--- config.mk ---
export PLATFORM = sky130hd
export DESIGN_NAME = seq_match_ctrl
export DESIGN_NICKNAME = d
export VERILOG_FILES = /design/src/rtl/seq_match_pkg.sv /design/src/rtl/seq_match_shift.sv /design/src/rtl/seq_match_ctrl.sv
export SDC_FILE = /design/constraint.sdc
export NUM_CORES = 1
export LEC_CHECK = 0
export CAP_MARGIN = 20
export CORE_ASPECT_RATIO = 0.9
export CORE_UTILIZATION = 58
export CTS_CLUSTER_SIZE = 40
export DETAILED_ROUTE_END_ITERATION = 16
export PLACE_DENSITY_LB_ADDON = 0.25
export SYNTH_ARGS = -nofsm -noshare
export SYNTH_HDL_FRONTEND = slang
export SYNTH_SLANG_ARGS = --single-unit
--- constraint.sdc ---
create_clock -name clk -period 3.7 [get_ports clk]
set_input_delay 0.555 -clock clk [delete_from_list [all_inputs] [get_ports clk]]
set_output_delay 0.555 -clock clk [all_outputs]
set_load 0.05 [all_outputs]
--- src/rtl/seq_match_pkg.sv ---
// Shared types for the run-controlled serial pattern detector.
package seq_match_pkg;

    typedef enum logic [1:0] {
        S_IDLE = 2'd0,
        S_ARM  = 2'd1,
        S_RUN  = 2'd2,
        S_DONE = 2'd3
    } state_t;

endpackage

--- src/rtl/seq_match_shift.sv ---
// Pattern shift register with fill counter; hit is the combinational match
// of the history plus the bit being sampled right now.
module seq_match_shift #(
    parameter int PAT_W = 3
) (
    input  logic             clk,
    input  logic             arstn,
    input  logic             clr,
    input  logic             shift_en,
    input  logic             w,
    input  logic [PAT_W-1:0] pattern,
    output logic             hit
);

    localparam int FILL_W = $clog2(PAT_W + 1);

    logic [PAT_W-2:0]  sr;
    logic [PAT_W-1:0]  sr_nxt;
    logic [FILL_W-1:0] fill;

    assign sr_nxt = {sr, w};
    // Only PAT_W-1 history bits are kept; the newest bit completes the window.
    assign hit    = shift_en && (fill >= FILL_W'(PAT_W - 1)) && (sr_nxt == pattern);

    always_ff @(posedge clk or negedge arstn) begin
        if (!arstn) begin
            sr   <= '0;
            fill <= '0;
        end else if (clr) begin
            sr   <= '0;
            fill <= '0;
        end else if (shift_en) begin
            sr <= sr_nxt[PAT_W-2:0];
            if (fill != FILL_W'(PAT_W)) fill <= fill + 1'b1;
        end
    end

endmodule

--- src/rtl/seq_match_ctrl.sv ---
// Run controller for the serial pattern detector: arms, counts bits and
// matches, and ends the run on window expiry or stop.
module seq_match_ctrl
    import seq_match_pkg::*;
#(
    parameter int PAT_W = 3,
    parameter int CNT_W = 8,
    parameter int WIN_W = 8
) (
    input  logic             clk,
    input  logic             arstn,
    input  logic             start,
    input  logic             stop,
    input  logic [PAT_W-1:0] cfg_pattern,
    input  logic [WIN_W-1:0] cfg_len,
    input  logic             w,
    input  logic             w_valid,
    output logic             q,
    output logic             busy,
    output logic             done,
    output logic [CNT_W-1:0] match_cnt,
    output logic             cnt_sat,
    output logic [1:0]       dbg_state
);

    // Stream handshake: w is taken on any RUN cycle with w_valid=1 and
    // stop=0; there is no ready, so the source is never back-pressured.

    localparam logic [CNT_W-1:0] CNT_MAX = {CNT_W{1'b1}};
    localparam logic [WIN_W-1:0] WIN_MAX = {WIN_W{1'b1}};

    state_t           state;
    logic [PAT_W-1:0] pattern_r;
    logic [WIN_W-1:0] len_r;
    logic [WIN_W-1:0] bitcnt;
    logic             sample;
    logic             clr;
    logic             last_bit;
    logic             hit;

    assign sample    = (state == S_RUN) && w_valid && !stop;
    assign clr       = (state == S_IDLE) && start;
    assign last_bit  = (len_r != '0) && ((bitcnt + 1'b1) == len_r);
    assign dbg_state = state;

    seq_match_shift #(.PAT_W(PAT_W)) u_shift (
        .clk      (clk),
        .arstn    (arstn),
        .clr      (clr),
        .shift_en (sample),
        .w        (w),
        .pattern  (pattern_r),
        .hit      (hit)
    );

    always_ff @(posedge clk or negedge arstn) begin
        if (!arstn) begin
            state     <= S_IDLE;
            pattern_r <= '0;
            len_r     <= '0;
            bitcnt    <= '0;
            match_cnt <= '0;
            cnt_sat   <= 1'b0;
            q         <= 1'b0;
            busy      <= 1'b0;
            done      <= 1'b0;
        end else begin
            q    <= 1'b0;
            done <= 1'b0;
            case (state)
                S_IDLE: begin
                    if (start) begin
                        pattern_r <= cfg_pattern;
                        len_r     <= cfg_len;
                        bitcnt    <= '0;
                        match_cnt <= '0;
                        cnt_sat   <= 1'b0;
                        busy      <= 1'b1;
                        state     <= S_ARM;
                    end
                end
                S_ARM: begin
                    state <= S_RUN;
                end
                S_RUN: begin
                    if (stop) begin
                        busy  <= 1'b0;
                        done  <= 1'b1;
                        state <= S_DONE;
                    end else if (w_valid) begin
                        if (bitcnt != WIN_MAX) bitcnt <= bitcnt + 1'b1;
                        if (hit) begin
                            q <= 1'b1;
                            if (match_cnt == CNT_MAX) cnt_sat   <= 1'b1;
                            else                      match_cnt <= match_cnt + 1'b1;
                        end
                        // The window-closing bit is still matched above.
                        if (last_bit) begin
                            busy  <= 1'b0;
                            done  <= 1'b1;
                            state <= S_DONE;
                        end
                    end
                end
                S_DONE: begin
                    state <= S_IDLE;
                end
                default: state <= S_IDLE;
            endcase
        end
    end

endmodule
Yosys cells after proc, flatten, opt, wreduce, memory -nomap -nowiden

Cells that the tools add are included.

Register bits after elaboration: 37
Bits in latches: 0
Memory bits (writable): 0
ROM bits: 0
Input bits: 17
Output and inout bits: 14
Memories: 0

Add/subtract/negate cells: 3
Multipliers: 0
Div/mod/pow operators: 0
$lt $le $gt $ge: 1
Eq/ne operators: 17
Shifts and indexed selects: 0
Mux-type cells: 39
Bitwise logic cells: 0
Reduce and logical (&&, ||, !) cells: 19

Operators by type and width:

| kind                | number |
|---|---|
| $mux 8              | 8 |
| $pmux 8 s2          | 2 |
| $mux 2              | 9 |
| $mux 1              | 17 |
| $add 8x1->8 const B | 2 |
| $ne 2x2->1 const B  | 6 |
| $reduce_and 6->1    | 2 |
| $eq 8x8->1          | 1 |
| $eq 8x8->1 const B  | 1 |
| $ne 8x8->1 const B  | 1 |
| $pmux 2 s4          | 1 |
| $reduce_bool 8->1   | 1 |
| $logic_and 1x1->1   | 6 |
| $ne 3x3->1 const B  | 2 |
| $reduce_bool 2->1   | 3 |
| $reduce_and 5->1    | 1 |
| $eq 2x2->1 const B  | 2 |
| $ne 2x1->1 const B  | 2 |
| $pmux 1 s2          | 2 |
| $reduce_and 2->1    | 2 |
| $reduce_and 4->1    | 1 |
| $eq 3x3->1          | 1 |
| $reduce_and 3->1    | 1 |
| $add 2x1->2 const B | 1 |
| other kinds (4)     | 4 |

Logic depth before layout (Yosys ltp)

Word-level depth: 9
Gate-level depth with buffers: 8

Hierarchy

From an unflattened synthesis, not the netlist that was laid out.

Cell total of the unflattened synthesis: 206
Area, all modules: 2092.0 um^2

By module, submodules not included:

| module          | instances | cells each | area each (um^2) |
|---|---|---|---|
| seq_match_ctrl  | 1         | 185        | 1856.8 |
| seq_match_shift | 1         | 21         | 235.2 |

Worst setup path before layout

No wires, ideal clock.

Kind: reg2reg
Start: register state[0] (netlist: dbg_state[0])
End: register match_cnt[3]
Data arrival time: 2.356 ns
Required time: 3.622 ns
Setup slack: 1.267 ns
Stages on the path, launching flop included: 8
Cell sequence: dfrtp_1 -> inv_1 -> ha_1 -> nand3b_2 -> o41ai_4 -> nand3_1 -> or3_1 -> a21oi_1

Cells in the longest elaborated chain, start to end: 7

RTL lines:

| item                            | RTL line                                   | source |
|---|---|---|
| from (decl)                     | seq_match_ctrl.sv:32                       | `state_t state;` |
| from (signal assigned)          | seq_match_ctrl.sv:58                       | `state <= S_IDLE;` |
| from (signal assigned)          | seq_match_ctrl.sv:79                       | `state <= S_ARM;` |
| from (signal assigned)          | seq_match_ctrl.sv:83                       | `state <= S_RUN;` |
| $eq 2x2->1                      | seq_match_ctrl.sv:41, seq_match_ctrl.sv:70 |  |
| $logic_and 1x1->1 (2 in series) | seq_match_ctrl.sv:41                       | `assign sample = (state == S_RUN) && w_valid && !stop;` |
| $logic_and 1x1->1 (2 in series) | seq_match_shift.sv:23                      | `assign hit = shift_en && (fill >= FILL_W'(PAT_W - 1)) && (sr_nxt == pattern);` |
| $ne 2x2->1 (no line)            | -                                          |  |
| $reduce_and 6->1 (no line)      | -                                          |  |
| to (signal assigned)            | seq_match_ctrl.sv:95                       | `else match_cnt <= match_cnt + 1'b1;` |
| to (decl)                       | seq_match_ctrl.sv:21                       | `output logic [CNT_W-1:0] match_cnt,` |

Several ways; a longest one is shown, not always the timed one.
A chain may end at the register's enable or synchronous reset.

Final worst setup path

Start: register state[0] (netlist: dbg_state[0])
End: register bitcnt[3]

Cells in the longest elaborated chain, start to end: 3

RTL lines:

| item                                                 | RTL line             | source |
|---|---|---|
| $eq 2x2->1 / $logic_not 2->1 (equally long branches) | seq_match_ctrl.sv:70 | `case (state)` |
| $ne 2x1->1 (no line), or another cell as far along   | -                    |  |
| $reduce_and 5->1 (no line)                           | -                    |  |
| to (signal assigned)                                 | seq_match_ctrl.sv:91 | `if (bitcnt != WIN_MAX) bitcnt <= bitcnt + 1'b1;` |
| to (decl)                                            | seq_match_ctrl.sv:35 | `logic [WIN_W-1:0] bitcnt;` |

Several ways; a longest one is shown, not always the timed one.

==> metrics.cfg <==
[run_status]
outcome = finished clean

[sta]
finalMaxSlewViolations = 0
timing.fmax_ghz = 0.394
setup-tns-final_ns = 0
setup_viol = 0
worst_pin_slew_ns = 0.891
period_minus_slack_ns = 2.54
holdWs_ns = 0.515
worst_slack_ns = 1.16
finClkSkew_ns = 0.0108
finalHoldViolCount = 0
relSlewSlack = 0.402
fin_crit_sh = 0.687
rsz0062_at_grt = no

[routing]
drcViolationCount = 0
finalWirelength_microns = 4170
via_count = 1674
drtIter0Drc = 128
drt-wirelength-per-cell_microns = 14.6
dr.pass1.iters = 4
via_per_inst = 5.85
ant_nets = 0

[placement]
dpl_worst_slack_ns = 0.948
dp_hpwl_microns = 2960
port_buffers = 30
gp_congestion = 0.823

[synthesis]
avgSynthCellArea_sq_um = 9.99
synth_top_area_cell = dfrtp_1
synth_edf_count = 0
syn-num-nets = 236
yosysWarnings = 0
synthDominantCellAreaShare = 0.437
synth-seq-cells = 37
synth_flop_cell = dfrtp_1
synth-async-reset-ratio = 1.00
syn_area_sq_mm = 0.00212
syn_inst = 212
synth_seq_area_share = 0.437
synth.area.top_cells = dfrtp_1 (44%), mux2_2 (6.4%), ha_1 (4.1%), xor2_1 (4.1%), a22o_1 (3.3%)
synthDistinctLibCells = 44

[floorplanning]
fp.coreArea_sq_mm = 0.00343
chipHeight_microns = 59.3
start_util = 0.618
ios = 31
die-area_sq_mm = 0.00390
fp.dieW_microns = 65.7
rows = 20

[setup_path]
worstSetupStartpointType = flip-flop
cp.required_ns = 3.88
worstRegToRegCells = 10
crit_type = flip-flop to flip-flop
critPathMaxFanout = 21
slowest_stage = o21ai_1
critical_path_arrival_ns = 2.72
cpPeakStageDelay_ns = 0.48
crit_top_cell = buf_4
end_kind = flip-flop
path_cells = inv_1 -> ha_1 -> buf_4 -> nand2b_1 -> a21oi_1 -> buf_4 -> o21ai_1 -> nor2_1 -> mux2_2 -> a22o_1
reg2reg_from = dbg_state[0]
crit_family = compound AO/OA/AOI/OAI gates
cp_num_buf_inv = 3
reg2reg_to = bitcnt[3]
ff2ff_setup_slack_ns = 1.16

[clock_tree]
cts_resized = 0
h-tree-depth = 2
clkTransAtPathRegs_ns = 0.08
clockBufferDepth = 2
clkLatencyLatePin_ns = 0.29
root_buffer = clkbuf_8
hold_buffers = 0
cts_tree = done
postCtsSetupBuffers = 0
cts_sinks = 37
cts_buffers = 5

[cells_and_area]
final_common_cell = dfrtp_1
layout.area.seq_sq_um = 926
multi_input_area_sq_mm = 0.00110
n_antenna_cell = 0
layout_common_cells = dfrtp_1 (37), clkdlybuf4s50_1 (30), nand2_1 (17)
nFillCells = 261
drive_above_1_share = 0.120
area_growth_pct = 19.8
final_net_count = 265

[power_and_ir_drop]
peakVddDrop_mv = 0.468
p_per_area_mw_per_mm2 = 713
leakagePower_nw = 1.08

[grt]
grt_pass1_wl_microns = 7260
grt_pass1_vias = 1585
grt_max_degree = 38
track_usage = 0.252
antenna_found_initial = 0
gr-total-overflow = 0

[min_path]
min_from = cnt_sat
hold_path_class = flip-flop to flip-flop
min_path_cells = 2
hold-path-endpoint = cnt_sat

[job]
maxCapViolations = 0

layer usage:
layer	share of wire	GRT usage	up-vias
met4	0.018	0.0839	0
met1	0.46	0.321	799
met5	0	0	-
met2	0.48	0.413	49
li1	-	-	817
met3	0.047	0.0731	9
synth_stat cells, types with 2 or more instances:
library cell,instances
a21o_1,2
a21oi_1,9
a22o_1,8
a31oi_1,3
and3_1,3
buf_4,3
clkbuf_1,7
dfrtp_1,37
ha_1,7
inv_1,7
mux2_2,12
nand2_1,17
nand2b_1,4
nand3_1,9
nand3b_1,3
nand4_1,5
nor2_1,13
nor2b_1,4
nor3_1,6
nor4_1,2
o21ai_0,12
o21ai_1,2
or3_1,3
xnor2_1,5
xor2_1,10
sequential cells by signal, indices dropped and copies added (netlist names):
register / count
cnt_sat: 1
u_shift.sr: 2
q: 1
done: 1
busy: 1
match_cnt: 8
dbg_state: 2
pattern_r: 3
bitcnt: 8
len_r: 8
u_shift.fill: 2
per-stage QoR:
step | cells | cell area, sq um | util | total power, mW
after CTS | 286 | 2540 | 0.740 | 1.82
after floorplan | 212 | 2120 | - | 1.27
final | 286 | 2540 | 0.740 | 1.81
after detailed placement | 278 | 2430 | 0.710 | 1.50
after global routing | 286 | 2540 | 0.740 | 1.93
after global placement | 278 | 2430 | 0.710 | 1.48
tightest hold or removal path, stage by stage, from the launching register on:
cell     delay, ns
dfrtp_1       0.36
a31oi_1       0.05
nor2_1        0.07
power breakdown:
group | internal (mW) | total (mW) | switching [mW]
clock network | 0.168 | 0.306 | 0.138
logic | 0.349 | 0.845 | 0.496
registers | 0.532 | 0.657 | 0.125
total | 1.05 | 1.81 | 0.759
kinds of logic after synthesis:
| kind of cell | count (synthesis) | synth area share |
|---|---|---|
| xor+xnor | 15 | 0.0621 |
| flops | 37 | 0.437 |
| fa+ha+maj | 7 | 0.0414 |
| mux | 13 | 0.0686 |
| simple gates | 75 | 0.190 |
| compound gates | 47 | 0.160 |
| buf+inv | 18 | 0.0408 |
cell type report:
type	instances	area share
Inverter	7	0.0104
Multi-Input combinational cell	157	0.436
Tap cell	44	0.0217
Timing Repair Buffer	33	0.127
Clock buffer	7	0.0380
Sequential cell	37	0.365
Clock inverter	1	0.00197
how the worst max path moves through the flow:
stage / startpoint / end / slack, ns / depth (start not counted)
floorplan: dbg_state[0] / match_cnt[3] / 1.27 / 7
global placement: stop / match_cnt[3] / 1.04 / 6
detailed placement: stop / match_cnt[3] / 0.95 / 6
CTS: dbg_state[0] / bitcnt[3] / 1.15 / 10
global route: dbg_state[0] / bitcnt[3] / 0.95 / 10
finish: dbg_state[0] / bitcnt[3] / 1.16 / 10
Note: power is estimated with default switching activity, not from simulation.
